<file path="config.mk">
export PLATFORM = sky130hd
export DESIGN_NAME = coin_acceptor
export DESIGN_NICKNAME = d
export VERILOG_FILES = /design/src/rtl/vend_pkg.sv /design/src/rtl/bit_sync.sv /design/src/rtl/coin_acceptor.sv
export SDC_FILE = /design/constraint.sdc
export NUM_CORES = 1
export LEC_CHECK = 0
export CAP_MARGIN = 20
export CELL_PAD_IN_SITES_DETAIL_PLACEMENT = 1
export CELL_PAD_IN_SITES_GLOBAL_PLACEMENT = 2
export CORE_UTILIZATION = 39
export CTS_CLUSTER_SIZE = 12
export DETAILED_ROUTE_END_ITERATION = 10
export GPL_TIMING_DRIVEN = 0
export HOLD_SLACK_MARGIN = 0.02
export MAX_ROUTING_LAYER = met4
export PLACE_DENSITY_LB_ADDON = 0.1
export REMOVE_ABC_BUFFERS = 1
export SYNTH_ARGS = -nofsm -noshare
export SYNTH_HDL_FRONTEND = slang
export SYNTH_SLANG_ARGS = --single-unit
</file>
<file path="constraint.sdc">
create_clock -name clk -period 3.1 [get_ports clk]
set_clock_uncertainty 0.05 [all_clocks]
set_input_delay 0.93 -clock clk [delete_from_list [all_inputs] [get_ports clk]]
set_output_delay 0.93 -clock clk [all_outputs]
set_load 0.02 [all_outputs]
</file>
<file path="src/rtl/vend_pkg.sv">
// Shared vending-machine definitions: accepter states, coin classes,
// default coin-width constants and the coin classification function.
package vend_pkg;

  typedef enum logic [2:0] {
    DISARM,
    IDLE,
    MEASURE,
    LOCKOUT,
    WAIT_LOW
  } acc_state_t;

  typedef enum logic [1:0] {
    NONE,
    C5,
    C10,
    REJ
  } coin_class_t;

  localparam int SYNC_STAGES_DEF = 2;
  localparam int GLITCH_MAX_DEF  = 2;
  localparam int MIN_5_DEF       = 4;
  localparam int MAX_5_DEF       = 6;
  localparam int MIN_10_DEF      = 9;
  localparam int MAX_10_DEF      = 12;
  localparam int LOCKOUT_CYC_DEF = 8;

  // Glitches are dropped before accept_en is considered, so noise never
  // kicks the return flap even while the machine is not accepting coins.
  function automatic coin_class_t classify_coin(
    input int   width,
    input logic accept,
    input int   glitch_max,
    input int   min_5,
    input int   max_5,
    input int   min_10,
    input int   max_10
  );
    coin_class_t cls;
    if (width <= glitch_max)
      cls = NONE;
    else if (!accept)
      cls = REJ;
    else if ((width >= min_5) && (width <= max_5))
      cls = C5;
    else if ((width >= min_10) && (width <= max_10))
      cls = C10;
    else
      cls = REJ;
    return cls;
  endfunction

endpackage

</file>
<file path="src/rtl/bit_sync.sv">
// Multi-flop synchronizer for a single asynchronous input bit.
module bit_sync #(
  parameter int STAGES = 2
) (
  input  logic clk,
  input  logic rst_n,
  input  logic d,
  output logic q
);

  logic [STAGES-1:0] chain;

  // Shift the raw bit through the flop chain; reset clears every stage.
  always_ff @(posedge clk or negedge rst_n) begin
    if (!rst_n) begin
      chain <= '0;
    end else begin
      chain[0] <= d;
      for (int i = 1; i < STAGES; i++) begin
        chain[i] <= chain[i-1];
      end
    end
  end

  assign q = chain[STAGES-1];

endmodule

</file>
<file path="src/rtl/coin_acceptor.sv">
// Coin-slot front end: synchronizes the optical sensor, measures each
// high pulse, classifies it as 5 / 10 rupee / reject and enforces a
// lockout so a single coin is never counted twice.
module coin_acceptor
  import vend_pkg::*;
#(
  parameter int SYNC_STAGES = SYNC_STAGES_DEF,
  parameter int GLITCH_MAX  = GLITCH_MAX_DEF,
  parameter int MIN_5       = MIN_5_DEF,
  parameter int MAX_5       = MAX_5_DEF,
  parameter int MIN_10      = MIN_10_DEF,
  parameter int MAX_10      = MAX_10_DEF,
  parameter int LOCKOUT_CYC = LOCKOUT_CYC_DEF
) (
  input  logic clk,
  input  logic rst_n,
  input  logic coin_sense,
  input  logic accept_en,
  output logic five_rup,
  output logic ten_rup,
  output logic coin_reject,
  output logic busy
);

  localparam int CW = $clog2(MAX_10 + 2);
  localparam int LW = (LOCKOUT_CYC < 1) ? 1 : $clog2(LOCKOUT_CYC + 1);
  localparam int AW = $clog2(SYNC_STAGES + 1);

  localparam logic [CW-1:0] CNT_SAT  = CW'(MAX_10 + 1);
  localparam logic [LW-1:0] LOCK_VAL = LW'(LOCKOUT_CYC);
  localparam logic [AW-1:0] ARM_VAL  = AW'(SYNC_STAGES);

  logic            sense_s;
  acc_state_t      state;
  logic [CW-1:0]   cnt;
  logic [LW-1:0]   lock_cnt;
  logic [AW-1:0]   arm_cnt;
  logic            arm_done;
  coin_class_t     cls;

  bit_sync #(
    .STAGES(SYNC_STAGES)
  ) u_sense_sync (
    .clk  (clk),
    .rst_n(rst_n),
    .d    (coin_sense),
    .q    (sense_s)
  );

  // The synchronizer comes out of reset full of zeros; DISARM must not
  // trust sense_s until the chain has refilled, otherwise the tail of a
  // coin present at reset would look like a fresh rising edge.
  assign arm_done = (arm_cnt == ARM_VAL);

  // Classification of the measured width in the cycle the beam clears.
  always_comb begin
    cls = classify_coin(32'(cnt), accept_en, GLITCH_MAX, MIN_5, MAX_5, MIN_10, MAX_10);
  end

  // Main accepter FSM with registered coin pulses and busy flag.
  always_ff @(posedge clk or negedge rst_n) begin
    if (!rst_n) begin
      state       <= DISARM;
      cnt         <= '0;
      lock_cnt    <= '0;
      arm_cnt     <= '0;
      five_rup    <= 1'b0;
      ten_rup     <= 1'b0;
      coin_reject <= 1'b0;
      busy        <= 1'b0;
    end else begin
      five_rup    <= 1'b0;
      ten_rup     <= 1'b0;
      coin_reject <= 1'b0;

      if (!arm_done) begin
        arm_cnt <= arm_cnt + 1'b1;
      end

      case (state)
        DISARM: begin
          if (arm_done && !sense_s) begin
            state <= IDLE;
            busy  <= 1'b0;
          end else begin
            busy  <= sense_s;
          end
        end

        IDLE: begin
          if (sense_s) begin
            cnt   <= CW'(1);
            state <= MEASURE;
            busy  <= 1'b1;
          end
        end

        MEASURE: begin
          if (sense_s) begin
            if (cnt != CNT_SAT) begin
              cnt <= cnt + 1'b1;
            end
          end else if (cls == NONE) begin
            state <= IDLE;
            busy  <= 1'b0;
          end else begin
            five_rup    <= (cls == C5);
            ten_rup     <= (cls == C10);
            coin_reject <= (cls == REJ);
            lock_cnt    <= LOCK_VAL;
            state       <= LOCKOUT;
          end
        end

        LOCKOUT: begin
          if (lock_cnt == '0) begin
            if (sense_s) begin
              state <= WAIT_LOW;
            end else begin
              state <= IDLE;
              busy  <= 1'b0;
            end
          end else begin
            lock_cnt <= lock_cnt - 1'b1;
          end
        end

        WAIT_LOW: begin
          if (!sense_s) begin
            state <= IDLE;
            busy  <= 1'b0;
          end
        end

        default: begin
          state <= DISARM;
          busy  <= 1'b1;
        end
      endcase
    end
  end

endmodule

</file>
==> results of run 1 <==
-- layout by cell type, fill, tap and decap left out, drive strengths merged, types with 4 or more instances in the layout --
cell	Yosys	routed
inv	6	6
nand3	5	5
nor2b	4	4
dfrtp	19	19
ha	6	6
clkdlybuf4s50	0	7
nor2	10	10
clkbuf	0	4
nand2	11	11
o21ai	6	6
nand4b	4	4
-- layer usage --
metal,track usage [%],share of wire (%)
met1,22.5,51
met2,26.9,46
met3,2.50,1.4
met4,8.97,2.2
met5,-,0
-- per-stage QoR --
step	hold WS (ns)	area, um^2	total power, mW	setup WS, ns
after CTS	0.320	1190	0.976	0.743
after detailed placement	0.294	1170	0.846	0.992
after floorplan	0.281	1060	0.724	1.63
after global placement	0.283	1170	0.830	1.01
after global routing	0.342	1190	1.05	0.701
final	0.319	1190	0.959	0.761
-- power by group --
group / switching, mW / internal [mW]
logic: 0.204 / 0.193
clock network: 0.0777 / 0.0502
registers: 0.119 / 0.315
total: 0.401 / 0.558
-- final cells by class --
type	count	area [um^2]	area share, %
multi-input combinational	79	561	47.0
sequential	19	475	39.9
timing repair buffer	7	70.1	5.88
tap	30	37.5	3.15
clock buffer	4	26.3	2.20
inverter	6	22.5	1.89
-- state kept, by name, indices dropped and copies added, names as in the netlist --
register / count
cnt: 4
five_rup: 1
arm_cnt: 2
busy: 1
u_sense_sync.chain: 2
coin_reject: 1
ten_rup: 1
state: 3
lock_cnt: 4
-- how the worst max path moves through the flow --
stage                     slack [ns]           to  cells past startpoint         from
final                           0.76         busy                      1         busy
after global placement          1.01       cnt[2]                      1        rst_n
after global routing            0.70         busy                      1         busy
after floorplan                 1.63  lock_cnt[0]                      6  lock_cnt[0]
after CTS                       0.74         busy                      1         busy
after detailed placement        0.99       cnt[2]                      1        rst_n
-- kinds of logic after synthesis --
group | Yosys count | synth area share, %
simple gates | 44 | 23.9
compound gates | 24 | 16.2
flops | 19 | 43.7
buf+inv | 11 | 4.83
fa+ha+maj | 6 | 6.90
mux | 3 | 2.87
xor+xnor | 2 | 1.61
==> flow_summary_export.csv, run 1 <==
group,metric,value,unit
routing,ant_nets,0,
clock_tree,htreeDepth,1,
clock_tree,cts_resized,0,
synthesis,synth.distinct_cells,36,
worst_setup_path,reg2reg_setup_slack,1.46,ns
synthesis,ys_top_cells_by_area,"dfrtp_1 44%, ha_1 6.9%, nand2_1 3.8%, nor2_1 3.4%, nand4b_1 3.2%",
clock_tree,cts_sinks,19,
clock_tree,cts_buffer_depth,2,
worst_setup_path,path_buf_inv,1,
run_status,status,"finished, final reports clean",
clock_tree,clk_latency,0.30,ns
synthesis,syn_area,0.00109,mm^2
floorplanning,initial_utilization,42.4,%
min_path,holdPathStages,0,
worst_setup_path,cp-start-kind,"register",
clock_tree,cts_tree,"yes",
worst_setup_path,critical_path_required,2.12,ns
layout,final_core_util,46.4,%
routing,post_drt_wl_per_cell,14.8,um
routing,route.vias.total,802,
synthesis,syn_inst,109,
min_path,min_from,"u_sense_sync.chain[0]",
floorplanning,die_y,54.8,um
placed_design,gp_congestion,0.769,
synthesis,ys_async_sr_fraction,100,%
timing,rsz0062_at_grt,"no",
clock_tree,numCtsBuffers,3,
placed_design,place_hpwl,1.55,mm
worst_setup_path,crit_fanout,5,
worst_setup_path,cp_cell_sequence,"clkdlybuf4s50_1",
routing,vias_per_cell,5.53,
min_path,hold_end,"u_sense_sync.chain[1]",
layout,fin_nets,126,
timing,fin_tns_setup,0,ns
timing,setup_viol,0,
clock_tree,cts_hold_buffers,0,
synthesis,synth_common_cells,"19 x dfrtp_1, 11 x nand2_1, 10 x nor2_1",
floorplanning,fp.dieW,54.8,um
worst_setup_path,crit_family,"buffers and inverters",
routing,drc,0,
timing,finalHoldViolations,0,
timing,finalWorstPathRequiredPeriod,2.34,ns
synthesis,yosysMostFrequentCell,"dfrtp_1",
clock_tree,ctsRootBufferMaster,"clkbuf_4",
power_and_ir_drop,p_per_area,804,mW/mm^2
placed_design,dpl.cell_count,141,
timing,worstMarginPinSlew,0.865,ns
global_routing,grt_max_degree,20,
global_routing,grt-ovfl-total,0,
worst_setup_path,crit_slowest_cell,"clkdlybuf4s50_1",
layout,stdcell_count,145,
worst_setup_path,r2r-end,"state[0]",
floorplanning,num_rows,18,
global_routing,grt_usage,17.7,%
floorplanning,io_pins,8,
power_and_ir_drop,peakVddDrop,384,uV
timing,slew_viol_final,0,
clock_tree,cts.clk_slew.worst_paths,0.11,ns
worst_setup_path,worst-setup-path-type,"reg -> out",
floorplanning,design.die.area,0.00301,mm^2
synthesis,ys.warnings.count,0,
run,cap_violations,0,
global_routing,antenna_found_initial,0,
synthesis,yosys.area.top_type,"dfrtp_1",
floorplanning,core,0.00257,mm^2
layout,drive_above_1_share,10.4,%
layout,area_delta_synth_final,9.54,%
worst_setup_path,reg2regPathDepth,6,
timing,fmax,428,MHz
routing,drt_iter0_drc,2,
routing,dr.pass1.iters,4,
global_routing,grt_pass1_vias,781,
layout,diodes,0,
worst_setup_path,worst_path_largest_cell_delay,0.63,ns
routing,wl,2.14,mm
power_and_ir_drop,leakagePower,0.501,nW
synthesis,yosys_most_used_dff,"dfrtp_1",
timing,period_share,75.4,%
placed_design,port_buffers,7,
timing,relSlewSlack,42.2,%
global_routing,grt_pass1_wl,3.57,mm
worst_setup_path,regToRegStartpoint,"lock_cnt[0]",
synthesis,ys_seq_area_share,43.7,%
worst_setup_path,crit_path_end_kind,"primary output",
layout,nFillCells,302,
worst_setup_path,crit_arrival,1.36,ns
clock_tree,postCtsSetupRepairBufs,0,
synthesis,synth_area_per_cell,9.99,um^2
synthesis,synth-seq-cells,19,
synthesis,synth_edf_count,0,
min_path,hp-class,"reg -> reg",
synthesis,synth_top_cell_area_share,43.7,%
No activity file was read; power rests on OpenSTA's default activity.
==> run 2, diff against run 1 <==
Settings changed: CORE_UTILIZATION 39 to 36.
Clock period 3.1 ns to 2.3 ns, I/O delays scaled along.
==> run 2 against run 1 <==
  * First-iteration DRC count increased to 8.5 times the previous value
  * Register-to-register slack worse by 0.84 ns
  * Critical path depth is the same
  * Power rose by 36%
  * Count of clock-buffer cells in the layout did not move
  * Clock power rose by 34%
  * Wire length grew 8.3%
  * Cell area up 0.10%
  * Global-route usage is 0.23 points lower
  * Sequential power is 36% higher
  * Setup slack worse by 0.54 ns
  * Combinational power up 36%
  * Highest routed layer unchanged
==> flow_summary_export.csv, run 2 (synthesis results as in run 1) <==
group,metric,value,unit
layout,layout_common_cells,"19 x dfrtp_1, 11 x nand2_1, 10 x nor2_1",
timing,fmax,482,MHz
layout,nFillCells,342,
placed_design,place_hpwl,1.58,mm
routing,dr.pass1.iters,2,
layout,final_core_util,42.6,%
worst_setup_path,startpoint,"busy",
clock_tree,cts.clk_slew.worst_paths,0.11,ns
clock_tree,cts_tree,"yes",
timing,finalHoldViolations,0,
worst_setup_path,crit_family,"buffers and inverters",
floorplanning,io_pins,8,
worst_setup_path,regToRegStartpoint,"state[0]",
layout,diodes,0,
layout,area_delta_synth_final,9.65,%
global_routing,grt_pass1_wl,4.22,mm
worst_setup_path,critical_path_required,1.56,ns
worst_setup_path,cp-start-kind,"register",
global_routing,grt_max_degree,20,
worst_setup_path,crit_path_end_kind,"primary output",
worst_setup_path,crit_end,"busy",
worst_setup_path,reg2reg_setup_slack,0.62,ns
worst_setup_path,worst_path_largest_cell_delay,0.62,ns
timing,rsz0062_at_grt,"no",
global_routing,grt_usage,17.4,%
clock_tree,cts_buffer_depth,2,
floorplanning,fp.dieW,57.0,um
layout,fin_nets,126,
timing,finalWorstPathRequiredPeriod,2.08,ns
layout,reg_top3,"cnt (4), lock_cnt (4), state (3)",
floorplanning,num_rows,19,
routing,ant_nets,0,
clock_tree,ctsRootBufferMaster,"clkbuf_4",
worst_setup_path,r2r-end,"cnt[2]",
clock_tree,cts_sinks,19,
worst_setup_path,crit_slowest_cell,"clkdlybuf4s50_1",
layout,final_common_cell,"dfrtp_1",
routing,drt_iter0_drc,17,
power_and_ir_drop,leakagePower,0.501,nW
floorplanning,initial_utilization,38.8,%
timing,setup_viol,0,
clock_tree,postCtsSetupRepairBufs,0,
routing,wl,2.32,mm
routing,route.vias.total,826,
worst_setup_path,crit_arrival,1.34,ns
timing,slew_viol_final,0,
worst_setup_path,crit_fanout,5,
global_routing,grt_pass1_vias,864,
power_and_ir_drop,peakVddDrop,354,uV
routing,vias_per_cell,5.66,
timing,worstMarginPinSlew,0.899,ns
timing,relSlewSlack,39.9,%
worst_setup_path,cp_cell_sequence,"clkdlybuf4s50_1",
routing,post_drt_wl_per_cell,15.9,um
worst_setup_path,worst-setup-path-type,"reg -> out",
clock_tree,numCtsBuffers,3,
floorplanning,design.die.area,0.00325,mm^2
layout,ff_latch_area,475,um^2
run,cap_violations,0,
power_and_ir_drop,p_per_area,1090,mW/mm^2
global_routing,grt-ovfl-total,0,
floorplanning,die_y,57.0,um
routing,drc,0,
layout,multi_input_area,561,um^2
worst_setup_path,path_depth,1,
clock_tree,htreeDepth,1,
timing,period_share,90.2,%
worst_setup_path,path_buf_inv,1,
clock_tree,cts_hold_buffers,0,
placed_design,port_buffers,7,
timing,fin_tns_setup,0,ns
layout,drive_above_1_share,10.4,%
global_routing,antenna_found_initial,0,
run_status,status,"finished, final reports clean",
placed_design,gp_congestion,0.711,
clock_tree,clk_latency,0.29,ns
worst_setup_path,reg2regPathDepth,4,
min_path,hp-class,"reg -> reg",
floorplanning,core,0.00281,mm^2
clock_tree,cts_resized,0,
-- run 2: cell counts in the layout (fill, tap and decap cells not counted) --
Identical to the previous run, type by type.
-- run 2: routing by layer --
metal	global-route usage, %	wire [um]	vias to the layer above
met5	-	0	-
met4	7.32	21	0
met3	2.04	31	2
met2	27.1	1120	5
met1	23.2	1150	420
li1	-	-	399
-- run 2: cell type report --
class	count	area share, %
multi-input combinational	79	47.0
tap	31	3.25
clock buffer	4	2.20
inverter	6	1.89
timing repair buffer	7	5.87
sequential	19	39.8
-- run 2: how the worst min path moves through the flow --
stage | cells after the start | to | startpoint
4_1_cts | 0 | u_sense_sync.chain[1] | u_sense_sync.chain[0]
3_5_place_dp | 0 | u_sense_sync.chain[1] | u_sense_sync.chain[0]
6_report | 0 | u_sense_sync.chain[1] | u_sense_sync.chain[0]
2_1_floorplan | 0 | u_sense_sync.chain[1] | u_sense_sync.chain[0]
3_3_place_gp | 0 | u_sense_sync.chain[1] | u_sense_sync.chain[0]
5_1_grt | 0 | u_sense_sync.chain[1] | u_sense_sync.chain[0]
-- run 2: report_power, final --
| part | switching (mW) | internal [mW] |
|---|---|---|
| Clock | 0.104 | 0.0675 |
| Sequential | 0.166 | 0.425 |
| Combinational | 0.281 | 0.260 |
-- run 2: stage by stage --
step                total power [mW]  instance area (um^2)  setup WS (ns)  instances  hold WS, ns
finish                          1.30                  1190          0.225        146        0.312
detailed placement              1.14                  1170          0.376        142        0.289
global route                    1.43                  1190          0.165        146        0.345
global placement                1.12                  1170          0.465        142        0.290
floorplan                      0.976                  1060          0.830        104        0.281
CTS                             1.32                  1190          0.200        146        0.316
==> run 3, diff against run 2 <==
Settings changed: CORE_UTILIZATION 36 to 39, DONT_BUFFER_PORTS from default to 1.
==> run 3 against run 2 <==
  * Utilization rose by 1.6 points
  * Setup slack improved by 0.44 ns
  * Count of clock-buffer cells in the layout did not move
  * Wire length fell by 3.4%
  * Sequential cell count did not move
  * Critical path type is now reg -> reg
  * Largest cell class unchanged
  * Highest routed layer unchanged
==> flow_summary_export.csv, run 3 (synthesis results as in run 1) <==
group,metric,value,unit
timing,setup_viol,0,
clock_tree,cts_hold_buffers,1,
global_routing,grt_pass1_vias,779,
layout,reg_top3,"cnt (4), lock_cnt (4), state (3)",
routing,ant_nets,0,
clock_tree,postCtsSetupRepairBufs,0,
layout,fin_nets,120,
power_and_ir_drop,combPwrFrac,39.7,%
power_and_ir_drop,p_sw_share,42.7,%
placed_design,place_hpwl,1.59,mm
placed_design,dpl_worst_slack,0.655,ns
worst_setup_path,cp_cell_sequence,"inv_1 -> ha_1 -> nor2b_1 -> o311ai_2 -> nand2b_1 -> nor2_1",
power_and_ir_drop,pwr-share-clk,13.4,%
floorplanning,num_rows,18,
layout,fin_area,0.00113,mm^2
global_routing,grt_usage,18.6,%
worst_setup_path,critical_path_required,2.45,ns
routing,wl,2.24,mm
layout,multi_input_area,561,um^2
floorplanning,design.die.area,0.00301,mm^2
routing,drc,0,
worst_setup_path,worst_path_largest_cell_delay,0.45,ns
timing,finalHoldViolations,0,
power_and_ir_drop,p_total,1.28,mW
clock_tree,clk_latency,0.30,ns
global_routing,grt-ovfl-total,0,
timing,whs,0.310,ns
layout,stdcell_count,139,
global_routing,grt_pass1_wl,3.69,mm
floorplanning,die_y,54.8,um
worst_setup_path,worst-setup-path-type,"reg -> reg",
worst_setup_path,regToRegStartpoint,"cnt[0]",
floorplanning,core,0.00257,mm^2
min_path,min_from,"u_sense_sync.chain[0]",
timing,finalWorstPathRequiredPeriod,1.63,ns
placed_design,gp_congestion,0.703,
power_and_ir_drop,p_switching,547,uW
timing,relSlewSlack,40.9,%
worst_setup_path,crit_fanout,6,
global_routing,antenna_found_initial,0,
worst_setup_path,cp-start-kind,"register",
layout,final_common_cell,"dfrtp_1",
clock_tree,cts_tree,"yes",
timing,rsz0062_at_grt,"no",
floorplanning,fp.dieW,54.8,um
timing,setup_slack,0.666,ns
placed_design,post_dp_cell_area,0.00110,mm^2
timing,fin_tns_setup,0,ns
worst_setup_path,crit_path_end_kind,"register",
run_status,status,"finished, final reports clean",
clock_tree,ctsRootBufferMaster,"clkbuf_4",
timing,period_share,71.0,%
power_and_ir_drop,leakagePower,0.479,nW
routing,post_drt_wl_per_cell,16.1,um
timing,fmax,612,MHz
routing,dr.pass1.iters,4,
floorplanning,initial_utilization,42.4,%
layout,area_delta_synth_final,4.02,%
layout,layout_common_cells,"19 x dfrtp_1, 11 x nand2_1, 10 x nor2_1",
floorplanning,io_pins,8,
placed_design,port_buffers,0,
layout,ff_latch_area,475,um^2
worst_setup_path,startpoint,"cnt[0]",
clock_tree,htreeDepth,1,
layout,final_core_util,44.1,%
layout,diodes,0,
worst_setup_path,crit_arrival,1.79,ns
routing,drt_iter0_drc,8,
power_and_ir_drop,p_per_area,1130,mW/mm^2
global_routing,grt_max_degree,20,
clock_tree,cts_resized,0,
worst_setup_path,crit_slowest_cell,"o311ai_2",
layout,nFillCells,296,
layout,drive_above_1_share,11.0,%
power_and_ir_drop,p_seq_share,46.8,%
routing,route.vias.total,786,
timing,worstMarginPinSlew,0.884,ns
clock_tree,numCtsBuffers,3,
min_path,hp-class,"reg -> reg",
run,cap_violations,0,
power_and_ir_drop,peakVddDrop,536,uV
placed_design,dpl.cell_count,134,
clock_tree,cts.clk_slew.worst_paths,0.11,ns
clock_tree,cts_buffer_depth,2,
power_and_ir_drop,internal_power,734,uW
clock_tree,cts_sinks,19,
timing,slew_viol_final,0,
routing,vias_per_cell,5.65,
run 3: critical path: cells and delay by family (launching register included):
| family | cells | cell delay [ns] |
|---|---|---|
| AOI/OAI and AO/OA | 1 | 0.45 |
| DFF | 1 | 0.44 |
| and+or+nand+nor | 3 | 0.31 |
| adders and majority gates | 1 | 0.16 |
| buffers and inverters | 1 | 0.13 |
run 3: power by group through the flow:
stage	clock [mW]	combinational, mW	sequential (mW)
after floorplan	0	0.418	0.558
after global placement	0	0.490	0.604
after detailed placement	0	0.511	0.610
after CTS	0.185	0.523	0.602
after global routing	0.195	0.593	0.620
final	0.172	0.509	0.600
run 3: final timing paths:
| check | to | slack (ns) | cells after the start |
|---|---|---|---|
| worst max register to register | ten_rup | 0.67 | 6 |
| min in group asynchronous | lock_cnt[2] | 0.90 | 1 |
| worst max-delay path | ten_rup | 0.67 | 6 |
| worst min-delay path | u_sense_sync.chain[1] | 0.31 | 0 |
| worst min register to register | u_sense_sync.chain[1] | 0.31 | 0 |
| max in group asynchronous | state[1] | 0.76 | 1 |
run 3: area by class of cell:
type / instances / area share (%)
flip-flops and latches: 19 / 42.0
clock buffers: 4 / 2.32
well taps: 30 / 3.31
multi-input cells: 79 / 49.5
repair buffers: 1 / 0.884
inverters: 6 / 1.99
run 3: metal layers:
layer	GRT usage (%)	vias up	wire (um)
met5	-	-	0
met1	22.7	391	1040
met3	2.50	5	33
met2	29.3	6	1120
li1	-	384	-
met4	10.3	0	53
==> RTL edit 1 (settings of run 3) <==
The package constant `MAX_5_DEF` goes from 6 to 3.
--- a/src/rtl/vend_pkg.sv
+++ b/src/rtl/vend_pkg.sv
@@ -22,3 +22,3 @@
   localparam int MIN_5_DEF       = 4;
-  localparam int MAX_5_DEF       = 6;
+  localparam int MAX_5_DEF       = 3;
   localparam int MIN_10_DEF      = 9;
Formal check against the unedited RTL: not equivalent (a bounded check fails within 10 cycles, from zero or initial values and one cycle with rst_n low).
==> RTL edit 1 against run 3 <==
Critical path type unchanged. Critical path depth is the same. Power fell by 6.4%. Non-clock buffer count did not move. Worst setup slack worse by 0.27 ns. Design area fell by 3.8%. Sequential cell count unchanged. Via count decreased by 8.3%. Synthesized area shrank 4.5%. Wire length shrank 13%. Sequential power down 5.8%.
==> RTL edit 1: results (changes against run 3) <==
GRT
The total routing resource utilization after global routing is 17.7% (-0.94 points). The met3 global-route usage came to 2.54% (+0.042 points). The first-pass GRT wire length came to 3.48 mm (-5.8%).

The number of global-route vias before repair came to 750 (-3.7%). The global routing met2 resource utilization is 27.3% (-2.0 points). The met1 track demand over resource in global routing came to 22.8% (+0.17 points).

Placed design
The post-placement setup slack came to 0.383 ns (-0.273 ns). The number of placed cells counting well taps is 124 (-7.5%). The instance area after placement is 0.00105 mm² (-3.9%). The placer's final routability congestion estimate is 0.734 (+4.4%).

Logic synthesis
The fraction of the mapped netlist area in adder cells came to 8.42% (+1.5 points). The compound-cell area share of the yosys netlist was 13.7% (-2.5 points). The fraction of synthesized cell area in xor and xnor cells is 3.37% (+1.8 points). The post-synthesis mux area share was 3.49% (+0.62 points). The register area share after synthesis came to 45.7% (+2.0 points). After synthesis, the most frequently instantiated cells are dfrtp_1 (19), inv_1 (9), nor2_1 (9), ha_1 (7), nand3_1 (5). The unique cell type count in the Yosys netlist is 42 (+17%).

Detailed routing
The routed wire length is 1.96 mm (-13%). The DRC marker count from the first detailed-route iteration came to 10 (+2). The routed wire length per instance came to 15.2 µm (-5.9%).

STA
The worst hold margin is 0.309 ns (-0.000429 ns). The fmax is 0.524 GHz (-14%).

Pwr
The leakage power came to 0.482 nW (+0.57%).

Critical path
The reg-to-reg setup timing slack is 0.39 ns (-0.27 ns). The arrival time of the worst setup path was 2.05 ns (+0.26 ns).

Run status
The flow ran to the end, and the final reports show no timing, DRC or antenna violations.

Cells and area
The share of final-layout standard cells stronger than drive strength 1 is 12.1% (+1.1 points).
RTL edit 1: power by group through the flow:
stage               Combinational (mW)  Sequential, mW  Clock [mW]
floorplan                        0.380           0.537           0
global placement                 0.438           0.569           0
detailed placement               0.461           0.573           0
CTS                              0.475           0.566       0.182
global route                     0.535           0.584       0.191
finish                           0.463           0.565       0.171
RTL edit 1: how the worst max path moves through the flow:
| stage | start | to | cells after the start |
|---|---|---|---|
| 2_1_floorplan | cnt[0]$_DFFE_PN0P_ | lock_cnt[0]$_DFFE_PN0P_ | 6 |
| 3_3_place_gp | cnt[0]$_DFFE_PN0P_ | lock_cnt[0]$_DFFE_PN0P_ | 6 |
| 3_5_place_dp | cnt[0]$_DFFE_PN0P_ | lock_cnt[0]$_DFFE_PN0P_ | 6 |
| 4_1_cts | cnt[0]$_DFFE_PN0P_ | lock_cnt[0]$_DFFE_PN0P_ | 6 |
| 5_1_grt | cnt[0]$_DFFE_PN0P_ | lock_cnt[0]$_DFFE_PN0P_ | 6 |
| 6_report | cnt[0]$_DFFE_PN0P_ | lock_cnt[0]$_DFFE_PN0P_ | 6 |
RTL edit 1: cell type report:
class / count / area, µm²
Fill cell: 276 / 1410
Multi-Input combinational cell: 66 / 507
Sequential cell: 19 / 475
Tap cell: 30 / 37.5
Inverter: 9 / 33.8
Clock buffer: 4 / 26.3
Timing Repair Buffer: 1 / 10.0
RTL edit 1: worst max-delay path, cell delays in order, from the launching register on:
cell	delay, ns
dfrtp_1	0.44
inv_1	0.13
ha_1	0.15
nor2b_1	0.06
o311ai_2	0.43
and2_4	0.25
mux2_4	0.29
RTL edit 1: per-layer routing:
layer	share of wire [%]	routed length, µm
met1	48	941
met2	49	952
met3	1.7	34
met4	1.5	30
met5	0	0
==> RTL edit 2 (config.mk and constraints of run 3) <==
Without the edit above. Encoding of `acc_state_t`: now Gray code (3 bits for 5 states).
--- a/src/rtl/vend_pkg.sv
+++ b/src/rtl/vend_pkg.sv
@@ -5,7 +5,7 @@
   typedef enum logic [2:0] {
-    DISARM,
-    IDLE,
-    MEASURE,
-    LOCKOUT,
-    WAIT_LOW
+    DISARM   = 3'b000,
+    IDLE     = 3'b001,
+    MEASURE  = 3'b011,
+    LOCKOUT  = 3'b010,
+    WAIT_LOW = 3'b110
   } acc_state_t;
Behaviour: no difference found for any inputs over 10 cycles, from zero or initial values and one cycle with rst_n low; not proved beyond that.
==> RTL edit 2 against run 3 <==
Worst setup slack worse by 0.41 ns. Power shrank 1.6%. Via count is 6.9% lower. Design area down 5.6%. Synthesized area decreased by 7.0%. Wire length is 12% lower. Highest routed layer unchanged. Combinational power fell by 3.9%. Worst hold slack got worse by 0.00081 ns. Count of clock-buffer cells in the layout unchanged. Sequential cell count unchanged. Largest power group unchanged.
==> RTL edit 2: results (changes against run 3) <==
Detailed routing
The met2 wirelength from detailed routing is 899 µm (-20%). The DRC marker count from the first detailed-route iteration was 4 (-4). Routed signal wires occupy layers up through met4. The routed wire length was 1.97 mm (-12%). The met1 layer wirelength in the final routing came to 1.00 mm (-3.4%). The total number of vias is 732 (-6.9%). The wire length on met3 is 49 µm (+48%).

Clock tree
The number of buffers inserted by post-CTS setup repair is 0 (unchanged). The buffer levels on the longest clock path is 2 (unchanged). The tree is rooted in a clkbuf_4. The total CTS buffers came to 3 (unchanged). The clock edge transition at the registers on the reported setup and hold paths was 0.11 ns (about the same).

Worst hold path
The path class of the lowest-slack min-delay path is reg -> reg.

Critical path
The largest fanout on the critical path is 8 (+2). The critical-path cell with the highest stage delay is or3_1. The largest incremental delay on the critical path is 0.48 ns (+0.03 ns).

The arrival time of the worst setup path is 2.19 ns (+0.40 ns).

GRT
The met3 global-route usage is 3.45% (+0.95 points). The total routing resource utilization after global routing is 17.5% (-1.1 points). The number of antenna violations at the first check in global routing was 0 (unchanged).

The first-pass GRT wire length is 3.42 mm (-7.5%). The met1 track demand over resource in global routing is 21.7% (-0.96 points). The number of global-route vias before repair is 761 (-2.3%). The global routing met2 resource utilization came to 27.4% (-1.9 points).

Logic synthesis
By area the synthesized netlist is led by dfrtp_1 (47%), ha_1 (7.4%), a21oi_1 (3.5%). The register area share after synthesis is 47.0% (+3.3 points). Counting instances in the post-synthesis netlist gives the leading cell types as dfrtp_1 (19), nor2_1 (9), a21oi_1 (7), inv_1 (7), nand3_1 (7).

The count of synthesis-stage warnings from yosys came to 0 (unchanged). The unique cell type count in the Yosys netlist was 37 (+2.8%).

Cells and area
The largest registers in the layout are cnt: 4 flops, lock_cnt: 4 flops, state: 3 flops. The share of final-layout standard cells stronger than drive strength 1 came to 4.76% (-6.2 points). The fill cell total of the finished layout came to 292 (-1.4%). The final net count came to 116 (-3.3%).

Placed design
The detailed placer's ending HPWL is 1.44 mm (-9.6%). The number of buffers inserted by port buffering was 0 (unchanged). The placer's final routability congestion estimate is 0.668 (-5.0%). The instance area after placement is 0.00103 mm² (-5.8%).

STA
The worst max-slew margin expressed relative to the limit came to 41.0% (+0.11 points).

Pwr
The leakage power is 0.487 nW (+1.7%). The maximum ir drop on the vdd rail is 0.000527 V (-1.7%).

Run status
The run finished with clean final reports.
-- RTL edit 2: cell types whose count changed in the layout (fill, tap and decap cells not counted), sizes merged, moves of 3 or more --
| cell | before | now |
|---|---|---|
| a21boi | 3 | 0 |
| a22oi | 3 | 0 |
| nand4b | 4 | 1 |
| a21oi | 3 | 7 |
| nand2 | 11 | 4 |
| o21ai | 6 | 3 |
| a31oi | 0 | 3 |
-- RTL edit 2: path summary, 6_finish.rpt --
path / start / endpoint / slack [ns] / cells past startpoint
setup / recovery: lock_cnt[0]$_DFFE_PN0P_ / lock_cnt[3]$_DFFE_PN0P_ / 0.25 / 6
hold / removal: u_sense_sync.chain[0]$_DFF_PN0_ / u_sense_sync.chain[1]$_DFF_PN0_ / 0.31 / 0
setup reg to reg: lock_cnt[0]$_DFFE_PN0P_ / lock_cnt[3]$_DFFE_PN0P_ / 0.25 / 6
hold reg to reg: u_sense_sync.chain[0]$_DFF_PN0_ / u_sense_sync.chain[1]$_DFF_PN0_ / 0.31 / 0
max in group asynchronous: rst_n / state[0]$_DFFE_PN0P_ / 0.76 / 1
min in group asynchronous: rst_n / lock_cnt[3]$_DFFE_PN0P_ / 0.90 / 1
-- RTL edit 2: report_power, final --
part	total, mW	internal (mW)	switching [mW]	leakage, nW
combinational	0.489	0.232	0.257	0.238
clock	0.170	0.0675	0.102	0.0150
sequential	0.602	0.434	0.168	0.234
total	1.26	0.733	0.527	0.487
-- RTL edit 2: per-stage QoR --
step                      hold WS, ns  util (%)  worst slack (ns)  cells
after floorplan                 0.281         -             0.416    100
after global placement          0.284      42.0             0.278    130
after detailed placement        0.288      42.0             0.237    130
after CTS                       0.314      43.5             0.223    135
after global routing            0.327      43.5             0.151    135
final                           0.309      43.5             0.253    135
-- RTL edit 2: area by class of cell --
class                   instances  area share, %
multi-input cells              73           45.8
flip-flops and latches         19           44.5
well taps                      30           3.51
inverters                       8           2.81
clock buffers                   4           2.46
repair buffers                  1          0.937
-- RTL edit 2: timing repair --
action,in CTS,in global routing
setup endpoints to repair,0,0
endpoints found under the hold margin,19,0
hold buffers,1,0
-- RTL edit 2: worst max-delay path, delay by kind of cell, from the launching register on --
kind / cells / cell delay (ns)
AND/OR/NAND/NOR: 3 / 1.10
flip-flops: 1 / 0.40
adder cells (fa/ha/maj): 1 / 0.20
multiplexers: 1 / 0.14
buffers and inverters: 1 / 0.06
-- RTL edit 2: cells by family (layout without fill, tap and decap cells) --
logic type / count (synthesis) / count (layout) / synth area share, %
simple gates: 42 / 42 / 23.9
compound gates: 22 / 22 / 14.3
xor+xnor: 2 / 2 / 1.73
flops: 19 / 19 / 47.0
mux: 1 / 1 / 0.989
fa+ha+maj: 6 / 6 / 7.42
buf+inv: 12 / 13 / 4.70
